<file path="src/rtl/blink_event_driver.sv">
// rtl/blink_event_driver.sv - Turns toggle-per-event input into fixed-length LED blinks
//
// Purpose: each level change on ev_tgl queues one blink. A blink is ON_CYC
// cycles of led=1 followed by OFF_CYC cycles of led=0. Events that arrive
// during a blink wait in a saturating pending counter.
//
// Ports:
//   clk      in   system clock, rising edge
//   rst_n    in   asynchronous active-low reset
//   ev_tgl   in   event toggle, may be asynchronous to clk
//   ovf_clr  in   one-cycle pulse clearing ovf
//   led      out  blink output, active high
//   busy     out  blink in progress or events pending
//   pend_cnt out  events queued, not yet started
//   ovf      out  sticky dropped-event flag
//
// Optional feature: define BLINK_OVF_FLAG_EN to enable ovf. Without it ovf is
// tied 0 and ovf_clr is ignored; dropping behaviour is the same either way.
module blink_event_driver #(
  parameter int ON_CYC  = 12500000,
  parameter int OFF_CYC = 12500000,
  parameter int PEND_W  = 3
) (
  input  logic              clk,
  input  logic              rst_n,
  input  logic              ev_tgl,
  input  logic              ovf_clr,
  output logic              led,
  output logic              busy,
  output logic [PEND_W-1:0] pend_cnt,
  output logic              ovf
);

  localparam int MAX_CYC = (ON_CYC > OFF_CYC) ? ON_CYC : OFF_CYC;
  localparam int CNT_W   = $clog2(MAX_CYC + 1);

  localparam logic [CNT_W-1:0]  ON_LOAD  = CNT_W'(ON_CYC - 1);
  localparam logic [CNT_W-1:0]  OFF_LOAD = CNT_W'(OFF_CYC - 1);
  localparam logic [CNT_W-1:0]  CNT_ONE  = CNT_W'(1);
  localparam logic [PEND_W-1:0] PEND_MAX = '1;
  localparam logic [PEND_W-1:0] PEND_ONE = PEND_W'(1);

  typedef enum logic [1:0] {
    ST_IDLE = 2'd0,
    ST_ON   = 2'd1,
    ST_GAP  = 2'd2
  } state_t;

  logic              r_s1;
  logic              r_s2;
  logic              r_s3;
  logic [PEND_W-1:0] r_pend;
  state_t            r_state;
  logic [CNT_W-1:0]  r_cnt;

  logic              w_evt;
  logic              w_dec;
  logic              w_drop;
  state_t            w_state_nxt;
  logic [CNT_W-1:0]  w_cnt_nxt;
  logic              w_led;
  logic              w_busy;

  // Two-flop synchroniser plus one edge-detect flop. Clearing all three to 0
  // means a high ev_tgl at reset release is seen as exactly one event.
  always_ff @(posedge clk or negedge rst_n) begin
    if (!rst_n) begin
      r_s1 <= 1'b0;
      r_s2 <= 1'b0;
      r_s3 <= 1'b0;
    end else begin
      r_s1 <= ev_tgl;
      r_s2 <= r_s1;
      r_s3 <= r_s2;
    end
  end

  assign w_evt = r_s2 ^ r_s3;

  // An event is lost only when the queue is full and no blink starts now.
  assign w_drop = w_evt && !w_dec && (r_pend == PEND_MAX);

  always_ff @(posedge clk or negedge rst_n) begin
    if (!rst_n) begin
      r_pend <= '0;
    end else if (w_evt && !w_dec) begin
      if (r_pend != PEND_MAX) begin
        r_pend <= r_pend + PEND_ONE;
      end
    end else if (w_dec && !w_evt) begin
      r_pend <= r_pend - PEND_ONE;
    end
  end

  // FSM: state register
  always_ff @(posedge clk or negedge rst_n) begin
    if (!rst_n) begin
      r_state <= ST_IDLE;
      r_cnt   <= '0;
    end else begin
      r_state <= w_state_nxt;
      r_cnt   <= w_cnt_nxt;
    end
  end

  // FSM: next state. w_dec marks the cycle a queued event becomes a blink;
  // GAP chains straight into ON so back-to-back blinks have no idle cycle.
  always_comb begin
    w_state_nxt = r_state;
    w_cnt_nxt   = r_cnt;
    w_dec       = 1'b0;
    case (r_state)
      ST_IDLE: begin
        if (r_pend != '0) begin
          w_state_nxt = ST_ON;
          w_cnt_nxt   = ON_LOAD;
          w_dec       = 1'b1;
        end
      end
      ST_ON: begin
        if (r_cnt == '0) begin
          w_state_nxt = ST_GAP;
          w_cnt_nxt   = OFF_LOAD;
        end else begin
          w_cnt_nxt = r_cnt - CNT_ONE;
        end
      end
      ST_GAP: begin
        if (r_cnt != '0) begin
          w_cnt_nxt = r_cnt - CNT_ONE;
        end else if (r_pend != '0) begin
          w_state_nxt = ST_ON;
          w_cnt_nxt   = ON_LOAD;
          w_dec       = 1'b1;
        end else begin
          w_state_nxt = ST_IDLE;
        end
      end
      default: begin
        w_state_nxt = ST_IDLE;
        w_cnt_nxt   = '0;
      end
    endcase
  end

  // FSM: outputs, decoded from registers only so reset clears led at once.
  always_comb begin
    w_led  = (r_state == ST_ON);
    w_busy = (r_state != ST_IDLE) || (r_pend != '0);
  end

  assign led      = w_led;
  assign busy     = w_busy;
  assign pend_cnt = r_pend;

`ifdef BLINK_OVF_FLAG_EN
  logic r_ovf;

  // A drop in the same cycle as ovf_clr wins, so no drop goes unreported.
  always_ff @(posedge clk or negedge rst_n) begin
    if (!rst_n) begin
      r_ovf <= 1'b0;
    end else if (w_drop) begin
      r_ovf <= 1'b1;
    end else if (ovf_clr) begin
      r_ovf <= 1'b0;
    end
  end

  assign ovf = r_ovf;
`else
  logic w_unused_ovf;

  assign w_unused_ovf = ovf_clr ^ w_drop;
  assign ovf          = 1'b0;
`endif

endmodule
</file>
<file path="config.mk">
export PLATFORM = sky130hd
export DESIGN_NAME = blink_event_driver
export DESIGN_NICKNAME = d
export VERILOG_FILES = /design/src/rtl/blink_event_driver.sv
export SDC_FILE = /design/constraint.sdc
export NUM_CORES = 1
export LEC_CHECK = 0
export BUFFER_PORTS_ARGS = -buffer_cell sky130_fd_sc_hd__buf_2
export CAP_MARGIN = 0
export CELL_PAD_IN_SITES_DETAIL_PLACEMENT = 1
export CELL_PAD_IN_SITES_GLOBAL_PLACEMENT = 1
export CORE_UTILIZATION = 42
export CTS_CLUSTER_SIZE = 12
export DETAILED_ROUTE_END_ITERATION = 7
export PLACE_DENSITY_LB_ADDON = 0.1
export SYNTH_ARGS = -nofsm -noshare
export SYNTH_HDL_FRONTEND = slang
export SYNTH_SLANG_ARGS = --single-unit
</file>
<file path="constraint.sdc">
create_clock -name clk -period 2.8 [get_ports clk]
set_input_delay 0.28 -clock clk [delete_from_list [all_inputs] [get_ports clk]]
set_output_delay 0.28 -clock clk [all_outputs]
set_load 0.01 [all_outputs]
</file>
==> impl_results.md, run 1 <==
- Commonest cells after routing, fill and taps aside: 32 x dfrtp_1, 22 x nor2_1, 21 x nand2_1
- Hold_ws: between 0.05 and 0.06 ns
- Core area: ~4400 um2
- CP startpoint kind: register
- Post-Syn Instances: roughly 230
- Worst Reg2Reg Path Length in Cells: 8
- Die ar.: ~5000 um2
- Maximum clock insertion buffer count: 2
- Pleak: ~0.83 nW
- Max-Cap Viols: 0
- Syn Std Cell Area: between 1500 and 2000 um2
- H-tree lvl count: 2
- R2r setup slk: 0.13 ns
- Critical Path End Type: register
- Drt first pass iters: 6
- Syn Nets: 235
- I/O pin count: 10
- RR Startpoint: r_cnt[16]
- Worst slew pin tran: between 0.7 and 0.8 ns
- Final Skew: 0.00648 ns
- Area share of the largest cell type after synthesis: 40.5%
- Slowest cell on crit path: or4_1
- DP Area: between 2000 and 2500 um2
- Status: finished, violations left
- Max incr delay on CP: 0.58 ns
- Area leader, netlist: dfrtp_1
- GP Congestion: about 0.9
- Maximum vdd ir drop: between 200 and 250 uV
- Largest cells by area after synthesis: dfrtp_1 40%, o21ai_0 5.1%, nor2_1 4.2%
- Worst path top cell family by delay: simple AND/OR/NAND/NOR gates
- Global-route wire length before repair: 9.69 mm
- Number of distinct library cells after synthesis: between 50 and 60
- Ys async rst share: between 90% and 100%
- Failing checks: DRC
- CTS Hold Bufs: 0
- DRC: 2
- Vias/cell: slightly above 6
- DIE HEIGHT: about 71 um
- Sequential area share after synthesis: between 40 and 50%
- Critical Path, Cell by Cell: or4_1 > or4_4 > o21ai_2 > nand2_1 > nand2_1 > fa_1 > a211oi_1 > a21oi_1
- Most common cell after layout, fill and taps aside: dfrtp_1
- P per Cell Area: between 700 and 800 nW/um2
- WP data required: 2.97 ns
- Fillcell total: around 530
- FF+latch count, synth: 32
- Area grow syn2layout: 12.5%
- Most used cell, CP: nand2_1
- Largest net degree at the start of global routing: 33
- Initial DRC count: 83
- Clock latency on the worst-skew pair: 0.29 ns
- Area of the multi-input gates: approximately 1100 um2
- Total gr overflow: 0
- Post-CTS setup repair buffer count: 0
- Final WL: 5.60 mm
- Initial core utilization: 44.5%
- Post-route ant nets: 0
- # nets final: between 200 and 300
- Share of post-route cells with drive strength above 1: between 15 and 20%
- GR Util All Layers: between 20 and 25%
- WP data arrival: 2.84 ns
- Cts bufs inserted: 5
- # clock sinks: 32
- Storage cell area: 801 um2
- Fin. max-slew vios: 0
- Hold Vio Cnt, Final: 0
- Syn_area_per_cell: ~8.7 um2
- Cell row count: 24
- Vias: ~1800
- Clock root cell: clkbuf_8
- Crit path buf inv count: 0
- Max-Slew Margin vs Limit: ~50%
- # port buffers: 7
- Number of synthesized flops with an enable pin: 0
- Largest fanout on the critical path: 6
- Setup TNS: 0 ns
- Hold WC Path Type: in -> async
- Final instance area: roughly 2200 um2
- Worst-path clk slew: roughly 0.07 ns
- # setup viols final: 0
- CTS tree: done
- Antenna violations before repair: 0
- Number of global-route vias before repair: roughly 1900
- Reg2Reg Capture Point: pend_cnt[1]
- RSZ-0062 raised after global routing: false
- Tmin final: between 2 and 3 ns
- Syn. warnings: 0
- Post-CTS sizing: 0
- Top_reg_cell synth: dfrtp_1
- Fmax: roughly 370 MHz
- Period utilisation layout: roughly 95%
- Post-detail-place hpwl: approximately 4.0 mm
- Chip Width: ~71 um
- DR WL/cell: ~19 um
- Ant diodes: 0
- CP Class: reg -> reg
power by group:
part / switching [mW] / leakage (nW) / internal (mW)
combinational: 0.280 / 0.430 / 0.236
clock: 0.170 / 0.0455 / 0.200
sequential: 0.159 / 0.358 / 0.565
synth_stat cells, types with 4 or more instances:
library cell / instances
o22ai_1: 5
nor4_1: 6
nand2_1: 21
a211oi_1: 5
a21oi_1: 9
dfrtp_1: 32
or2_2: 6
nand3_1: 4
xnor2_1: 7
nor2_1: 22
or3_1: 6
and2_1: 4
clkbuf_1: 5
inv_1: 5
o31ai_1: 9
o21ai_0: 20
nor3_1: 10
cell type report:
| type | instances | share of cell area [%] |
|---|---|---|
| Multi-Input combinational cell | 180 | 50.0 |
| Sequential cell | 32 | 36.0 |
| Timing Repair Buffer | 19 | 6.18 |
| Clock buffer | 8 | 4.05 |
| Tap cell | 52 | 2.92 |
| Inverter | 5 | 0.843 |
per-layer routing:
layer  share of wire (%)  wire (um)  GRT usage, %  vias up
met5                   0          0             0        -
met2                  50       2820          41.4       28
li1                    -          -             -      869
met3                 3.3        187          4.84        9
met1                  45       2520          32.8      940
met4                 1.2         68          6.89        0
flip-flops by register name, indices dropped and copies added, names as in the netlist:
signal and flops:
pend_cnt 3, r_s1 1, r_cnt 24, r_s3 1, r_s2 1, r_state 2
cells by family after synthesis:
family          after synthesis  synth area share, %
simple gates                 96                 25.2
fa+ha+maj                     4                 2.78
compound gates               70                 23.5
other cells                   1                0.190
buf+inv                      16                 3.92
flops                        32                 40.5
xor+xnor                      9                 3.99
how the worst max path moves through the flow:
stage	start	to	slack, ns	cells after the start
3_3_place_gp	r_cnt[16]	r_cnt[11]	0.17	7
2_1_floorplan	r_cnt[17]	pend_cnt[1]	0.03	9
5_1_grt	r_cnt[16]	pend_cnt[1]	0.0006	8
4_1_cts	r_cnt[16]	pend_cnt[1]	0.09	8
3_5_place_dp	r_cnt[16]	r_cnt[21]	0.12	7
6_report	r_cnt[16]	pend_cnt[1]	0.13	8
per-stage QoR:
| stage | util (%) | cells | total power [mW] | worst slack [ns] |
|---|---|---|---|---|
| final | 50.1 | 296 | 1.61 | 0.130 |
| after global routing | 50.1 | 296 | 1.73 | 0.000600 |
| after CTS | 49.9 | 296 | 1.62 | 0.0869 |
| after detailed placement | 47.8 | 288 | 1.24 | 0.115 |
| after global placement | 47.8 | 288 | 1.19 | 0.172 |
| after floorplan | - | 228 | 1.06 | 0.0267 |
Power figures use the tool's default switching activity.
==> run 2, diff against run 1 <==
- TNS_END_PERCENT: unset -> 1
- clock period: 2.8 -> 2.4 ns (I/O delays scaled with it)
==> run 2 against run 1 <==
- the run ends with DRC, hold timing, setup timing left
- power up 32%
- wire length up 12%
- combinational power up 55%
- register-to-register slack worse by 0.24 ns
- fmax up 6.4%
- global-route usage up 2.5 points
- non-clock buffer count up 24
- die area unchanged
- clock-buffer cell count down 2
- utilization up 6.0 points
- sequential cell count unchanged
- critical endpoint unchanged
- highest routed layer unchanged
==> impl_results.md, run 2 (same netlist as run 1, synthesis figures left out) <==
- GR Util All Layers: 27.3% (was 24.7%)
- Max-Slew Margin vs Limit: 51.4% (was 49.8%)
- GP Congestion: 0.867 (was 0.927)
- Final WL: 6.26 mm (was 5.60 mm)
- Cell row count: 24 (unchanged)
- Antenna violations before repair: 0 (unchanged)
- Vias: 1994 (was 1846)
- Final instance area: 2490 um2 (was 2230 um2)
- Max FFs per register: 24 (unchanged)
- Ant diodes: 0 (unchanged)
- WP data required: 2.58 ns (was 2.97 ns)
- Hold WC Path Type: in -> async (unchanged)
- Total placed cells including tap cells: 312 (was 288)
- Total gr overflow: 0 (unchanged)
- Drt first pass iters: 6 (unchanged)
- DP Area: 2300 um2 (was 2130 um2)
- # port buffers: 7 (unchanged)
- # setup viols final: 14 (was 0)
- Largest fanout on the critical path: 3 (was 6)
- Tmin final: 2.51 ns (was 2.67 ns)
- Vias/cell: 6.23 (was 6.24)
- Top reg by flops: r_cnt (unchanged)
- Clock latency on the worst-skew pair: 0.29 ns (about the same)
- RR Startpoint: r_cnt[17] (was r_cnt[16])
- Worst slew pin tran: 0.729 ns (was 0.753 ns)
- Period utilisation layout: 105% (was 95.4%)
- RSZ-0062 raised after global routing: true (was false)
- CP startpoint kind: register (unchanged)
- Pleak: 0.972 nW (was 0.834 nW)
- Most common cell after layout, fill and taps aside: buf_4 (was dfrtp_1)
- Largest net degree at the start of global routing: 33 (unchanged)
- Cts bufs inserted: 5 (unchanged)
- Worst-path clk slew: 0.07 ns (about the same)
- CP Class: reg -> reg (unchanged)
- H-tree lvl count: 2 (unchanged)
- Fmax: 399 MHz (was 375 MHz)
- DIE HEIGHT: 70.6 um (unchanged)
- Clock root cell: clkbuf_8 (unchanged)
- Chip Width: 70.6 um (unchanged)
- Initial DRC count: 120 (was 83)
- Die ar.: 4990 um2 (unchanged)
- Hold Vio Cnt, Final: 2 (was 0)
- Share of post-route cells with drive strength above 1: 28.4% (was 15.6%)
- I/O pin count: 10 (unchanged)
- Final Skew: 0.00702 ns (was 0.00648 ns)
- Worst Reg2Reg Path Length in Cells: 8 (unchanged)
- Final cell count without fillers: 320 (was 296)
- # nets final: 274 (was 250)
- CTS tree: done (unchanged)
- Max-Cap Viols: 0 (unchanged)
- Number of global-route vias before repair: 2110 (was 1932)
- Maximum clock insertion buffer count: 2 (unchanged)
- Fillcell total: 530 (was 534)
- Status: finished, violations left (unchanged)
- Setup WS post-layout: -0.109 ns (was 0.130 ns)
- Hold_ws: -0.00148 ns (was 0.0590 ns)
- CTS Hold Bufs: 0 (unchanged)
- Critical Path End Type: register (unchanged)
- Failing checks: DRC, hold timing, setup timing (was DRC)
- R2r setup slk: -0.11 ns (was 0.13 ns)
- Reg2Reg Capture Point: pend_cnt[1] (unchanged)
- Fin. max-slew vios: 0 (unchanged)
- WP data arrival: 2.69 ns (was 2.84 ns)
- Initial core utilization: 44.5% (unchanged)
- Maximum vdd ir drop: 451 uV (was 225 uV)
- Commonest cells after routing, fill and taps aside: 33 x buf_4, 32 x dfrtp_1, 22 x nor2_1 (was 32 x dfrtp_1, 22 x nor2_1, 21 x nand2_1)
- Area grow syn2layout: 25.9% (was 12.5%)
- P per Cell Area: 852 nW/um2 (was 724 nW/um2)
- Post-route ant nets: 0 (unchanged)
- Post-detail-place hpwl: 4.65 mm (was 3.99 mm)
- Core area: 4440 um2 (unchanged)
- DRC: 2 (unchanged)
- Global-route wire length before repair: 10.5 mm (was 9.69 mm)
- DR WL/cell: 19.6 um (was 18.9 um)
- Overall power: 2.12 mW (was 1.61 mW)
- # clock sinks: 32 (unchanged)
-- run 2: timing repair --
| action | CTS | global route |
|---|---|---|
| pin swaps | 1 | 0 |
| endpoints found under the hold margin | 0 | 0 |
| resized for setup | 10 | 16 |
| endpoints found under the setup margin | 20 | 20 |
| buffers inserted | 0 | 0 |
-- run 2: where the power goes --
group          total [mW]  switching, mW  internal, mW
Clock               0.523          0.214         0.308
Sequential          0.800          0.141         0.659
Combinational       0.800          0.427         0.373
-- run 2: worst max-delay path by stage --
| stage | startpoint | end | depth (start not counted) |
|---|---|---|---|
| 5_1_grt | r_cnt[17] | pend_cnt[1] | 8 |
| 3_5_place_dp | r_cnt[17] | r_cnt[8] | 8 |
| 3_3_place_gp | r_cnt[17] | r_cnt[6] | 9 |
| 2_1_floorplan | r_cnt[17] | pend_cnt[1] | 9 |
| 6_report | r_cnt[17] | pend_cnt[1] | 8 |
| 4_1_cts | r_cnt[17] | pend_cnt[1] | 8 |
-- run 2: layer usage --
layer  vias up  track usage (%)  routed length [um]
met5         -                0                   0
met4         0             10.7                 155
met3        16             5.13                 173
met2        26             46.8                3160
met1      1029             34.2                2770
li1        923                -                   -
-- run 2: critical path, cell delays in order (launching register included) --
cell     delay, ns
dfrtp_1       0.38
or4_4         0.54
or4_4         0.47
o21ai_4       0.15
nand2_2       0.08
nand2_2       0.08
fa_2          0.45
a22oi_2       0.17
a21oi_1       0.08
-- run 2: layout make-up --
cell class	count	area [um2]	area share [%]
clock buffer	6	72.6	2.91
clock inverter	2	35.0	1.41
inverter	5	18.8	0.753
multi-input combinational	180	1180	47.5
sequential	32	801	32.1
tap	52	65.1	2.61
timing repair buffer	43	317	12.7
-- run 2: stage by stage --
step	hold WS [ns]	utilization (%)	TNS, ns	setup slack (ns)
2_1_floorplan	-0.0556	-	-0.454	-0.269
3_3_place_gp	0.334	51.8	-1.83	-0.175
3_5_place_dp	0.345	51.8	-3.04	-0.273
4_1_cts	0.0355	55.3	-0.650	-0.126
5_1_grt	0.0463	56.1	-1.92	-0.196
6_report	-0.00148	56.1	-0.671	-0.109
